<file path="config.mk">
export PLATFORM = sky130hd
export DESIGN_NAME = vga_fb_arbiter_flat
export DESIGN_NICKNAME = d
export VERILOG_FILES = /design/src/rtl/vga_fb_arbiter_if.sv /design/src/rtl/vga_fb_arbiter.sv /design/src/flat_wrapper.sv
export SDC_FILE = /design/constraint.sdc
export NUM_CORES = 2
export LEC_CHECK = 0
export BUFFER_PORTS_ARGS = -buffer_cell sky130_fd_sc_hd__buf_2
export CAP_MARGIN = 40
export CELL_PAD_IN_SITES_DETAIL_PLACEMENT = 1
export CELL_PAD_IN_SITES_GLOBAL_PLACEMENT = 1
export CORE_MARGIN = 4
export CORE_UTILIZATION = 40
export CTS_CLUSTER_SIZE = 12
export DETAILED_ROUTE_END_ITERATION = 12
export GPL_TIMING_DRIVEN = 1
export HOLD_SLACK_MARGIN = 0.03
export PLACE_DENSITY_LB_ADDON = 0.1
export SETUP_SLACK_MARGIN = 0.3
export SLEW_MARGIN = 30
export SYNTH_ARGS = -nofsm -noshare
export SYNTH_HDL_FRONTEND = slang
export SYNTH_SLANG_ARGS = --single-unit
export TNS_END_PERCENT = 5
</file>
<file path="constraint.sdc">
create_clock -name clk -period 4.81 [get_ports clk]
set_input_delay 0.2405 -clock clk [delete_from_list [all_inputs] [get_ports clk]]
set_output_delay 0.2405 -clock clk [all_outputs]
set_load 0.01 [all_outputs]
</file>
<file path="src/rtl/vga_fb_arbiter_if.sv">
// vga_fb_arbiter_if: display, writer and frame-buffer RAM signals of vga_fb_arbiter.
// The arbiter connects through the slave modport; the environment uses master.
interface vga_fb_arbiter_if #(
  parameter int unsigned ADDR_W = 21,
  parameter int unsigned DATA_W = 24
);
  logic              frame_start;
  logic              pix_rd;
  logic              pix_valid;
  logic [DATA_W-1:0] pix_data;
  logic              underflow;
  logic              wr_req;
  logic [ADDR_W-1:0] wr_addr;
  logic [DATA_W-1:0] wr_data;
  logic              wr_gnt;
  logic              mem_en;
  logic              mem_we;
  logic [ADDR_W-1:0] mem_addr;
  logic [DATA_W-1:0] mem_wdata;
  logic [DATA_W-1:0] mem_rdata;

  modport slave (
    input  frame_start, pix_rd, wr_req, wr_addr, wr_data, mem_rdata,
    output pix_valid, pix_data, underflow, wr_gnt, mem_en, mem_we, mem_addr, mem_wdata
  );

  modport master (
    output frame_start, pix_rd, wr_req, wr_addr, wr_data, mem_rdata,
    input  pix_valid, pix_data, underflow, wr_gnt, mem_en, mem_we, mem_addr, mem_wdata
  );
endinterface

</file>
<file path="src/rtl/vga_fb_arbiter.sv">
// vga_fb_arbiter: shares a single-port frame-buffer RAM between burst display
// prefetch (into a pixel FIFO) and single-word writer accesses.
// Optional build macro FB_ARB_STATS_EN adds saturating underflow_cnt and
// wr_wait_cnt outputs, cleared by reset and by frame_start.
module vga_fb_arbiter #(
  parameter int unsigned ADDR_W     = 21,
  parameter int unsigned DATA_W     = 24,
  parameter int unsigned H_DISPLAY  = 1920,
  parameter int unsigned V_DISPLAY  = 1080,
  parameter int unsigned BURST_LEN  = 16,
  parameter int unsigned FIFO_DEPTH = 64,
  parameter int unsigned LOW_WATER  = 32
) (
  input  logic clk,
  input  logic reset,
  vga_fb_arbiter_if.slave bus
`ifdef FB_ARB_STATS_EN
  ,
  output logic [15:0] underflow_cnt,
  output logic [15:0] wr_wait_cnt
`endif
);

  localparam int unsigned FRAME_PIX = H_DISPLAY * V_DISPLAY;
  localparam int unsigned PTR_W     = $clog2(FIFO_DEPTH);
  localparam int unsigned LVL_W     = PTR_W + 1;
  localparam int unsigned BCNT_W    = $clog2(BURST_LEN + 1);

  localparam logic [1:0] S_IDLE  = 2'd0;
  localparam logic [1:0] S_FETCH = 2'd1;
  localparam logic [1:0] S_WRITE = 2'd2;

  localparam logic LAST_WRITE = 1'b0;
  localparam logic LAST_FETCH = 1'b1;

  // FSM and access registers
  logic [1:0]        r_state;
  logic [ADDR_W-1:0] r_rd_addr;
  logic              r_fetch_en;
  logic [BCNT_W-1:0] r_burst_cnt;
  logic              r_last;
  logic              r_mem_en;
  logic              r_mem_we;
  logic [ADDR_W-1:0] r_mem_addr;
  logic [DATA_W-1:0] r_mem_wdata;
  logic              r_wr_gnt;

  // FIFO registers
  logic [DATA_W-1:0] r_fifo [FIFO_DEPTH];
  logic [PTR_W-1:0]  r_wr_ptr;
  logic [PTR_W-1:0]  r_rd_ptr;
  logic [LVL_W-1:0]  r_level;
  logic              r_rd_pend;
  logic              r_underflow;

  // next-state wires
  logic [1:0]        w_nxt_state;
  logic [ADDR_W-1:0] w_nxt_rd_addr;
  logic              w_nxt_fetch_en;
  logic [BCNT_W-1:0] w_nxt_burst_cnt;
  logic              w_nxt_last;
  logic              w_nxt_mem_en;
  logic              w_nxt_mem_we;
  logic [ADDR_W-1:0] w_nxt_mem_addr;
  logic [DATA_W-1:0] w_nxt_mem_wdata;
  logic              w_nxt_wr_gnt;
  logic              w_issue_rd;

  logic w_room;
  logic w_low;
  logic w_need_fetch;
  logic w_push;
  logic w_pop_req;
  logic w_pop;
  logic w_empty_pop;

  // Fetch eligibility: only the read whose data is on the bus can still be in flight in IDLE
  assign w_room       = (32'(r_level) + 32'(r_rd_pend) + BURST_LEN) <= FIFO_DEPTH;
  assign w_low        = 32'(r_level) < LOW_WATER;
  assign w_need_fetch = r_fetch_en && w_room;

  // FIFO handshakes; a frame restart flushes and suppresses both push and pop
  assign w_push      = r_rd_pend && !bus.frame_start;
  assign w_pop_req   = bus.pix_rd && !bus.frame_start;
  assign w_pop       = w_pop_req && (r_level != '0);
  assign w_empty_pop = w_pop_req && (r_level == '0);

  // Next-state and next-access decode; the chosen access is issued next cycle from registers
  always_comb begin
    w_nxt_state     = r_state;
    w_nxt_rd_addr   = r_rd_addr;
    w_nxt_fetch_en  = r_fetch_en;
    w_nxt_burst_cnt = r_burst_cnt;
    w_nxt_last      = r_last;
    w_nxt_mem_en    = 1'b0;
    w_nxt_mem_we    = 1'b0;
    w_nxt_mem_addr  = '0;
    w_nxt_mem_wdata = '0;
    w_nxt_wr_gnt    = 1'b0;
    w_issue_rd      = 1'b0;

    case (r_state)
      S_IDLE: begin
        if (w_need_fetch && (w_low || !bus.wr_req || (r_last == LAST_WRITE))) begin
          w_nxt_state     = S_FETCH;
          w_nxt_burst_cnt = BCNT_W'(1);
          w_issue_rd      = 1'b1;
        end else if (bus.wr_req) begin
          w_nxt_state     = S_WRITE;
          w_nxt_mem_en    = 1'b1;
          w_nxt_mem_we    = 1'b1;
          w_nxt_mem_addr  = bus.wr_addr;
          w_nxt_mem_wdata = bus.wr_data;
          w_nxt_wr_gnt    = 1'b1;
        end
      end
      S_FETCH: begin
        // fetch_en already dropped means the frame's last pixel is being read now
        if ((r_burst_cnt == BCNT_W'(BURST_LEN)) || !r_fetch_en) begin
          w_nxt_state = S_IDLE;
          w_nxt_last  = LAST_FETCH;
        end else begin
          w_nxt_burst_cnt = r_burst_cnt + BCNT_W'(1);
          w_issue_rd      = 1'b1;
        end
      end
      S_WRITE: begin
        w_nxt_state = S_IDLE;
        w_nxt_last  = LAST_WRITE;
      end
      default: begin
        w_nxt_state = S_IDLE;
      end
    endcase

    if (w_issue_rd) begin
      w_nxt_mem_en   = 1'b1;
      w_nxt_mem_addr = r_rd_addr;
      if (r_rd_addr == ADDR_W'(FRAME_PIX - 1)) begin
        w_nxt_rd_addr  = '0;
        w_nxt_fetch_en = 1'b0;
      end else begin
        w_nxt_rd_addr = r_rd_addr + ADDR_W'(1);
      end
    end

    if (bus.frame_start) begin
      w_nxt_state     = S_IDLE;
      w_nxt_rd_addr   = '0;
      w_nxt_fetch_en  = 1'b1;
      w_nxt_burst_cnt = '0;
      w_nxt_mem_en    = 1'b0;
      w_nxt_mem_we    = 1'b0;
      w_nxt_mem_addr  = '0;
      w_nxt_mem_wdata = '0;
      w_nxt_wr_gnt    = 1'b0;
    end
  end

  // FSM state and RAM access registers
  always_ff @(posedge clk) begin
    if (!reset) begin
      r_state     <= S_IDLE;
      r_rd_addr   <= '0;
      r_fetch_en  <= 1'b0;
      r_burst_cnt <= '0;
      r_last      <= LAST_WRITE;
      r_mem_en    <= 1'b0;
      r_mem_we    <= 1'b0;
      r_mem_addr  <= '0;
      r_mem_wdata <= '0;
      r_wr_gnt    <= 1'b0;
    end else begin
      r_state     <= w_nxt_state;
      r_rd_addr   <= w_nxt_rd_addr;
      r_fetch_en  <= w_nxt_fetch_en;
      r_burst_cnt <= w_nxt_burst_cnt;
      r_last      <= w_nxt_last;
      r_mem_en    <= w_nxt_mem_en;
      r_mem_we    <= w_nxt_mem_we;
      r_mem_addr  <= w_nxt_mem_addr;
      r_mem_wdata <= w_nxt_mem_wdata;
      r_wr_gnt    <= w_nxt_wr_gnt;
    end
  end

  // FIFO pointers, level, read-return tracking and sticky underflow
  always_ff @(posedge clk) begin
    if (!reset) begin
      r_wr_ptr    <= '0;
      r_rd_ptr    <= '0;
      r_level     <= '0;
      r_rd_pend   <= 1'b0;
      r_underflow <= 1'b0;
    end else if (bus.frame_start) begin
      r_wr_ptr  <= '0;
      r_rd_ptr  <= '0;
      r_level   <= '0;
      r_rd_pend <= 1'b0;
    end else begin
      r_rd_pend <= r_mem_en && !r_mem_we;
      if (w_push) begin
        r_wr_ptr <= r_wr_ptr + PTR_W'(1);
      end
      if (w_pop) begin
        r_rd_ptr <= r_rd_ptr + PTR_W'(1);
      end
      if (w_push && !w_pop) begin
        r_level <= r_level + LVL_W'(1);
      end else if (!w_push && w_pop) begin
        r_level <= r_level - LVL_W'(1);
      end
      if (w_empty_pop) begin
        r_underflow <= 1'b1;
      end
    end
  end

  // FIFO storage; cleared on reset so the head reads zero before the first fill
  always_ff @(posedge clk) begin
    if (!reset) begin
      for (int i = 0; i < int'(FIFO_DEPTH); i++) begin
        r_fifo[i] <= '0;
      end
    end else if (w_push) begin
      r_fifo[r_wr_ptr] <= bus.mem_rdata;
    end
  end

`ifdef FB_ARB_STATS_EN
  logic [15:0] r_underflow_cnt;
  logic [15:0] r_wr_wait_cnt;

  // Saturating counts of empty pops and writer stall cycles
  always_ff @(posedge clk) begin
    if (!reset || bus.frame_start) begin
      r_underflow_cnt <= '0;
      r_wr_wait_cnt   <= '0;
    end else begin
      if (w_empty_pop && (r_underflow_cnt != 16'hFFFF)) begin
        r_underflow_cnt <= r_underflow_cnt + 16'd1;
      end
      if (bus.wr_req && !r_wr_gnt && (r_wr_wait_cnt != 16'hFFFF)) begin
        r_wr_wait_cnt <= r_wr_wait_cnt + 16'd1;
      end
    end
  end

  assign underflow_cnt = r_underflow_cnt;
  assign wr_wait_cnt   = r_wr_wait_cnt;
`endif

  assign bus.pix_valid = (r_level != '0);
  assign bus.pix_data  = r_fifo[r_rd_ptr];
  assign bus.underflow = r_underflow;
  assign bus.wr_gnt    = r_wr_gnt;
  assign bus.mem_en    = r_mem_en;
  assign bus.mem_we    = r_mem_we;
  assign bus.mem_addr  = r_mem_addr;
  assign bus.mem_wdata = r_mem_wdata;

endmodule

</file>
<file path="src/flat_wrapper.sv">
// flat-port wrapper written by rule: the top's interface ports become plain ports
module vga_fb_arbiter_flat 
#(
  parameter int unsigned ADDR_W     = 21,
  parameter int unsigned DATA_W     = 24,
  parameter int unsigned H_DISPLAY  = 1920,
  parameter int unsigned V_DISPLAY  = 1080,
  parameter int unsigned BURST_LEN  = 16,
  parameter int unsigned FIFO_DEPTH = 64,
  parameter int unsigned LOW_WATER  = 32
)
  (clk, reset, bus_frame_start, bus_pix_rd, bus_wr_req, bus_wr_addr, bus_wr_data, bus_mem_rdata, bus_pix_valid, bus_pix_data, bus_underflow, bus_wr_gnt, bus_mem_en, bus_mem_we, bus_mem_addr, bus_mem_wdata);
  vga_fb_arbiter_if #(.ADDR_W(ADDR_W), .DATA_W(DATA_W)) bus_i ();
  input  logic clk;
  input  logic reset;
  input wire logic [$bits(bus_i.frame_start)-1:0] bus_frame_start;
  input wire logic [$bits(bus_i.pix_rd)-1:0] bus_pix_rd;
  input wire logic [$bits(bus_i.wr_req)-1:0] bus_wr_req;
  input wire logic [$bits(bus_i.wr_addr)-1:0] bus_wr_addr;
  input wire logic [$bits(bus_i.wr_data)-1:0] bus_wr_data;
  input wire logic [$bits(bus_i.mem_rdata)-1:0] bus_mem_rdata;
  output wire logic [$bits(bus_i.pix_valid)-1:0] bus_pix_valid;
  output wire logic [$bits(bus_i.pix_data)-1:0] bus_pix_data;
  output wire logic [$bits(bus_i.underflow)-1:0] bus_underflow;
  output wire logic [$bits(bus_i.wr_gnt)-1:0] bus_wr_gnt;
  output wire logic [$bits(bus_i.mem_en)-1:0] bus_mem_en;
  output wire logic [$bits(bus_i.mem_we)-1:0] bus_mem_we;
  output wire logic [$bits(bus_i.mem_addr)-1:0] bus_mem_addr;
  output wire logic [$bits(bus_i.mem_wdata)-1:0] bus_mem_wdata;
  assign bus_i.frame_start = bus_frame_start;
  assign bus_i.pix_rd = bus_pix_rd;
  assign bus_i.wr_req = bus_wr_req;
  assign bus_i.wr_addr = bus_wr_addr;
  assign bus_i.wr_data = bus_wr_data;
  assign bus_i.mem_rdata = bus_mem_rdata;
  assign bus_pix_valid = bus_i.pix_valid;
  assign bus_pix_data = bus_i.pix_data;
  assign bus_underflow = bus_i.underflow;
  assign bus_wr_gnt = bus_i.wr_gnt;
  assign bus_mem_en = bus_i.mem_en;
  assign bus_mem_we = bus_i.mem_we;
  assign bus_mem_addr = bus_i.mem_addr;
  assign bus_mem_wdata = bus_i.mem_wdata;
  vga_fb_arbiter #(.ADDR_W(ADDR_W), .DATA_W(DATA_W), .H_DISPLAY(H_DISPLAY), .V_DISPLAY(V_DISPLAY), .BURST_LEN(BURST_LEN), .FIFO_DEPTH(FIFO_DEPTH), .LOW_WATER(LOW_WATER)) u_core (.clk(clk), .reset(reset), .bus(bus_i));
endmodule
</file>
# Yosys cells after proc, flatten, opt, wreduce, memory -nomap -nowiden
# Memory sizes are Yosys's and may differ from the RTL's. A register that Yosys moved wholly into a read port is not among the register bits.
# Cells that the tools add are included.
totals:
  regBits: 98
  mem_bits_rw: 1536
  input_bits: 74
  wordCells: 107
  memories: 1
mem_list:
  columns: ["name", "depth", "width", "read_ports", "rd_clocked_by_memory_dff", "write_ports", "line_no", "rtl"]
  rows:
  - ["u_core.r_fifo", 64, 24, 1, 1, 64, "vga_fb_arbiter.sv:49", "logic [DATA_W-1:0] r_fifo [FIFO_DEPTH];"]
classes:
  addsub: 8
  order_cmp: 2
  eq_ne: 8
  mux: 35
  n_bitwise: 5
  reduce_logical: 34
ops:
  columns: ["cell", "n"]
  rows:
  - ["$mux W21", 5]
  - ["$add A32 B5 Y32 const B", 1]
  - ["$le A32 B7 Y1 const B", 1]
  - ["$mux W24", 1]
  - ["$reduce_or A24 Y1", 1]
  - ["$add A21 B1 Y21 const B", 1]
  - ["$eq A21 B21 Y1 const B", 1]
  - ["$mux W6", 3]
  - ["$mux W1", 15]
  - ["$mux W7", 2]
  - ["$add A6 B1 Y6 const B", 2]
  - ["$mux W5", 2]
  - ["$pmux W5 S2", 1]
  - ["$reduce_bool A2 Y1", 5]
  - ["$logic_and A1 B1 Y1", 9]
  - ["$add A7 B1 Y8", 1]
  - ["$reduce_and A2 Y1", 4]
  - ["$add A7 B1 Y7 const B", 1]
  - ["$logic_not A7 Y1", 1]
  - ["$lt A7 B6 Y1 const B", 1]
  - ["$reduce_bool A7 Y1", 1]
  - ["$sub A7 B1 Y7 const B", 1]
  - ["$logic_not A1 Y1", 6]
  - ["$mux W2", 3]
  - ["15 further kinds", 23]

# Longest topological paths before layout
depth:
  word_depth: 9
  depth_mapped: 15

# Worst setup path before layout
# Ideal clock, no wire load.
synth_timing:
  kind: "register -> register"
  start: "register u_core.r_wr_ptr[3]"
  end: "memory u_core.r_fifo[63][0], enable pin"
  setup_time_ns: 0.473
  t_arrival_ns: 3.604
  t_required_ns: 4.337
  setup_slack_ns: 0.733
  stages_incl_launch_ff: 5
  n_path_buf: 2
  synth_period_minus_slack_ns: 4.077
  cell_sequence: "dfxtp_1 clkbuf_1 nand3_1 clkbuf_1 o41ai_1"
synth_lines:
  columns: ["element", "line_no", "rtl"]
  rows:
  - ["start: declaration", "vga_fb_arbiter.sv:50", "logic [PTR_W-1:0] r_wr_ptr;"]
  - ["start signal: assignment", "vga_fb_arbiter.sv:203", "r_wr_ptr <= r_wr_ptr + PTR_W'(1);"]
  - ["end: declaration", "vga_fb_arbiter.sv:49", null]

==> impl_metrics.py <==
metrics = {
    "worst_setup_path": {
        "arrival_ns": 4.26,
        "worst-setup-path-type": "reg2out",
        "rr_worst_depth": 9,
        "cp_data_required_time_ns": 4.57,
        "end_kind": "primary output",
        "r2r_slack_ns": 1.29,
        "worstPathMaxFanout": 49,
        "start_kind": "flip-flop",
        "r2r-end": "u_core.r_fetch_en$_SDFFE_PN0P_",
        "rr_startpoint": "u_core.r_level[0]$_SDFFE_PP0P_",
    },
    "pwr": {
        "power.internal_mw": 23.8,
        "pwr-share-clk_pct": 42.9,
        "peakVddDrop_v": 0.000264,
        "p_leak_nw": 30.1,
        "combinationalPowerShare_pct": 4.6,
        "p_total_mw": 30.8,
        "switchingPower_mw": 6.94,
        "seqPwrFrac_pct": 52.5,
        "p_sw_share_pct": 22.5,
        "pwr_density_cell_mw_per_mm2": 364,
    },
    "synth": {
        "yosysTopAreaCellShare_pct": 62.6,
        "synthTopCellsByCount": "1541 x and2_1, 1536 x edfxtp_1, 480 x mux4_2, 385 x clkbuf_1, 121 x nor2_1",
        "ys.flop_type": "edfxtp_1",
        "yosys.cell_count.top_type": "and2_1",
        "synth_cell_type_count": 59,
        "yosysWarnings": 0,
        "yosysTopAreaCell": "edfxtp_1",
        "synth-seq-cells": 1640,
        "syn_nets": 4754,
        "synth_area_mm2": 0.0737,
        "synth_edf_count": 1536,
        "async_reset_ff_share_pct": 0,
        "netlist_instances": 4666,
        "seq_area_frac_synth_pct": 65.4,
        "post_synth.cell_area_avg_um2": 15.8,
        "yosys-top-cells-area": "edfxtp_1 63%, mux4_2 15%, and2_1 13%",
    },
    "routing": {
        "remaining_drc_errors": 0,
        "wl_per_cell_um": 33.1,
        "first_pass_iters": 5,
        "final_antenna_net_count": 0,
        "drt_iter0_markers": 4833,
        "num_vias": 42100,
        "via_per_inst": 5.64,
        "totalWireLength_um": 247000,
    },
    "timing": {
        "worstMarginPinSlew_ns": 0.926,
        "period_minus_slack_ns": 4.50,
        "rsz0062_at_grt": "false",
        "timing.final.hold_violations": 0,
        "drv_slew": 0,
        "setup_tns_ns": 0,
        "relSlewSlack_pct": 38.3,
        "setup-violations-final": 0,
        "finalWorstSetupSlack_ns": 0.308,
        "clock_skew_ns": 0.0208,
        "fin_crit_sh_pct": 93.6,
        "fmax_mhz": 222,
    },
    "clocking": {
        "clock-sinks": 1640,
        "cts_buffers": 182,
        "cts_tree": "built",
        "ctsResizeCount": 0,
        "path_clk_slew_ns": 0.06,
        "clkLatencyLatePin_ns": 0.83,
        "max-clock-path-buffers": 3,
        "htreeDepth": 4,
        "cts-root-buf": "clkbuf_16",
    },
    "die": {
        "ios": 148,
        "die_area_mm2": 0.191,
        "die-height_um": 437,
        "core-area_mm2": 0.183,
        "rows": 157,
        "start_util_pct": 40.2,
        "fp.dieW_um": 437,
    },
    "global_routing": {
        "antenna_found_initial": 23,
        "grt_pass1_wl_um": 347000,
        "grt_pass1_vias": 44000,
        "grt_max_degree": 65,
        "overflow": 0,
        "grtUsageTotal_pct": 25.7,
    },
    "finish": {
        "drive_gt1_share_pct": 24.7,
        "fin_util_pct": 46.2,
        "final_nets": 4940,
        "area_delta_synth_final_pct": 14.8,
    },
    "placement": {
        "gp_congestion": 0.800,
        "place_ws_ns": 1.05,
        "port_buffers": 147,
        "dpl.hpwl_um": 144000,
    },
    "worst_hold_path": {
        "hp-start": "bus_mem_rdata[0]",
        "holdCritPathClass": "in2reg",
        "min_path_cells": 3,
        "holdPathEnd": "u_core.r_fifo[50][0]$_SDFFCE_PN0P_",
    },
    "flow_run": {
        "max_cap_viol_count": 0,
    },
    "outcome": {
        "outcome": "finished clean",
    },
}
## repair_timing
item,CTS,global route
setup buffers,4,1
endpoints found under the hold margin,86,10
pin swaps,0,0
setup endpoints to repair,15,1
hold buffers,53,1
## stage by stage
stage               hold WS, ns  instance area (um2)  std cells
detailed placement        0.465                78200       7063
global placement          0.460                78100       7053
finish                   0.0513                84500       7464
floorplan                 0.373                73700       4666
global route             0.0343                84500       7458
CTS                      0.0700                84300       7446
## area by class of cell
type | count | area (um2)
fill | 17700 | 98500
antenna | 6 | 15.0
sequential | 1640 | 48200
inverter | 14 | 52.6
tap | 2464 | 3080
clock buffer | 238 | 4940
clock inverter | 88 | 557
multi-input combinational | 2538 | 23800
timing repair buffer | 476 | 3850
## per-layer routing
layer / track usage [%] / wire, um / up-vias
met2: 41.6 / 119000 / 1456
met5: 0 / 16 / -
met1: 36.3 / 105000 / 22800
li1: - / - / 17600
met4: 7.71 / 7460 / 2
met3: 3.61 / 15200 / 295
## critical path: stages, from the launching register on
cell and delay, ns:
dfxtp_4 0.65, buf_12 0.38, buf_4 0.31, mux4_2 0.38
mux4_2 0.54, a22oi_1 0.44, nand2_1 0.39, buf_2 0.26
## flip-flops by register name, summed over array words and instances, names as in the netlist, named ones only
signal,count
u_core.bus.mem_wdata,24
u_core.bus.mem_we,1
u_core.bus.mem_addr,21
u_core.r_rd_addr,21
u_core.r_fetch_en,1
u_core.r_rd_ptr,6
u_core.r_rd_pend,1
u_core.r_fifo,1536
u_core.bus.underflow,1
u_core.r_level,7
u_core.r_state,2
u_core.bus.mem_en,1
u_core.r_burst_cnt,5
u_core.r_wr_ptr,6
u_core.r_last,1
## placed cells by master (no fill, tap or decap), types with 5 or more instances in the layout
cell | netlist | final
mux4_2 | 480 | 480
edfxtp_1 | 1536 | 1536
xor2_1 | 8 | 8
or3_1 | 6 | 5
ha_1 | 13 | 13
a2111oi_2 | 5 | 5
clkbuf_16 | 0 | 187
a22oi_1 | 55 | 55
clkinv_2 | 0 | 27
dfxtp_1 | 104 | 100
and2_1 | 1541 | 1540
mux2i_1 | 5 | 5
o21ai_0 | 69 | 6
buf_2 | 45 | 147
o21ai_2 | 0 | 62
buf_6 | 3 | 5
nand3_1 | 13 | 13
inv_1 | 12 | 12
xnor2_1 | 24 | 24
diode_2 | 0 | 6
buf_12 | 0 | 32
a211oi_1 | 7 | 7
buf_4 | 1 | 232
clkbuf_8 | 0 | 6
nor2_1 | 121 | 120
a22o_1 | 14 | 14
clkbuf_1 | 385 | 43
clkinv_1 | 0 | 45
dlygate4sd3_1 | 0 | 54
nand4_1 | 9 | 9
a21oi_1 | 26 | 26
and3_1 | 28 | 28
nand2_1 | 50 | 49
inv_6 | 0 | 5
o21ai_1 | 7 | 7
## kinds of logic (layout without fill, tap and decap cells)
group / after synthesis / after routing / share of synthesized area [%]
buffers and inverters: 488 / 816 / 2.60
other: 0 / 6 / 0
muxes: 485 / 485 / 14.7
adders and majority gates: 14 / 14 / 0.248
xor gates and xnor gates: 32 / 32 / 0.380
and+or+nand+nor: 1806 / 1806 / 14.8
DFF: 1640 / 1640 / 65.4
AOI/OAI and AO/OA: 201 / 201 / 1.81
## worst max-delay path by stage
stage	start	endpoint	slack, ns
floorplan	u_core.r_wr_ptr[3]$_SDFFE_PP0P_	u_core.r_fifo[63][0]$_SDFFCE_PN0P_	0.73
global placement	flip-flop	bus_pix_data[18]	1.05
detailed placement	flip-flop	bus_pix_data[1]	1.05
CTS	flip-flop	bus_pix_data[10]	0.28
global route	flip-flop	bus_pix_data[10]	0.32
finish	flip-flop	bus_pix_data[10]	0.31
## power by group through the flow
stage	registers [mW]	clock network, mW	logic [mW]
floorplan	16.4	0	0.664
global placement	16.4	0	1.36
finish	16.1	13.2	1.42
CTS	16.1	13.5	1.42
detailed placement	16.4	0	1.38
global route	16.2	14.0	1.49
(Power assumes the default switching activity.)
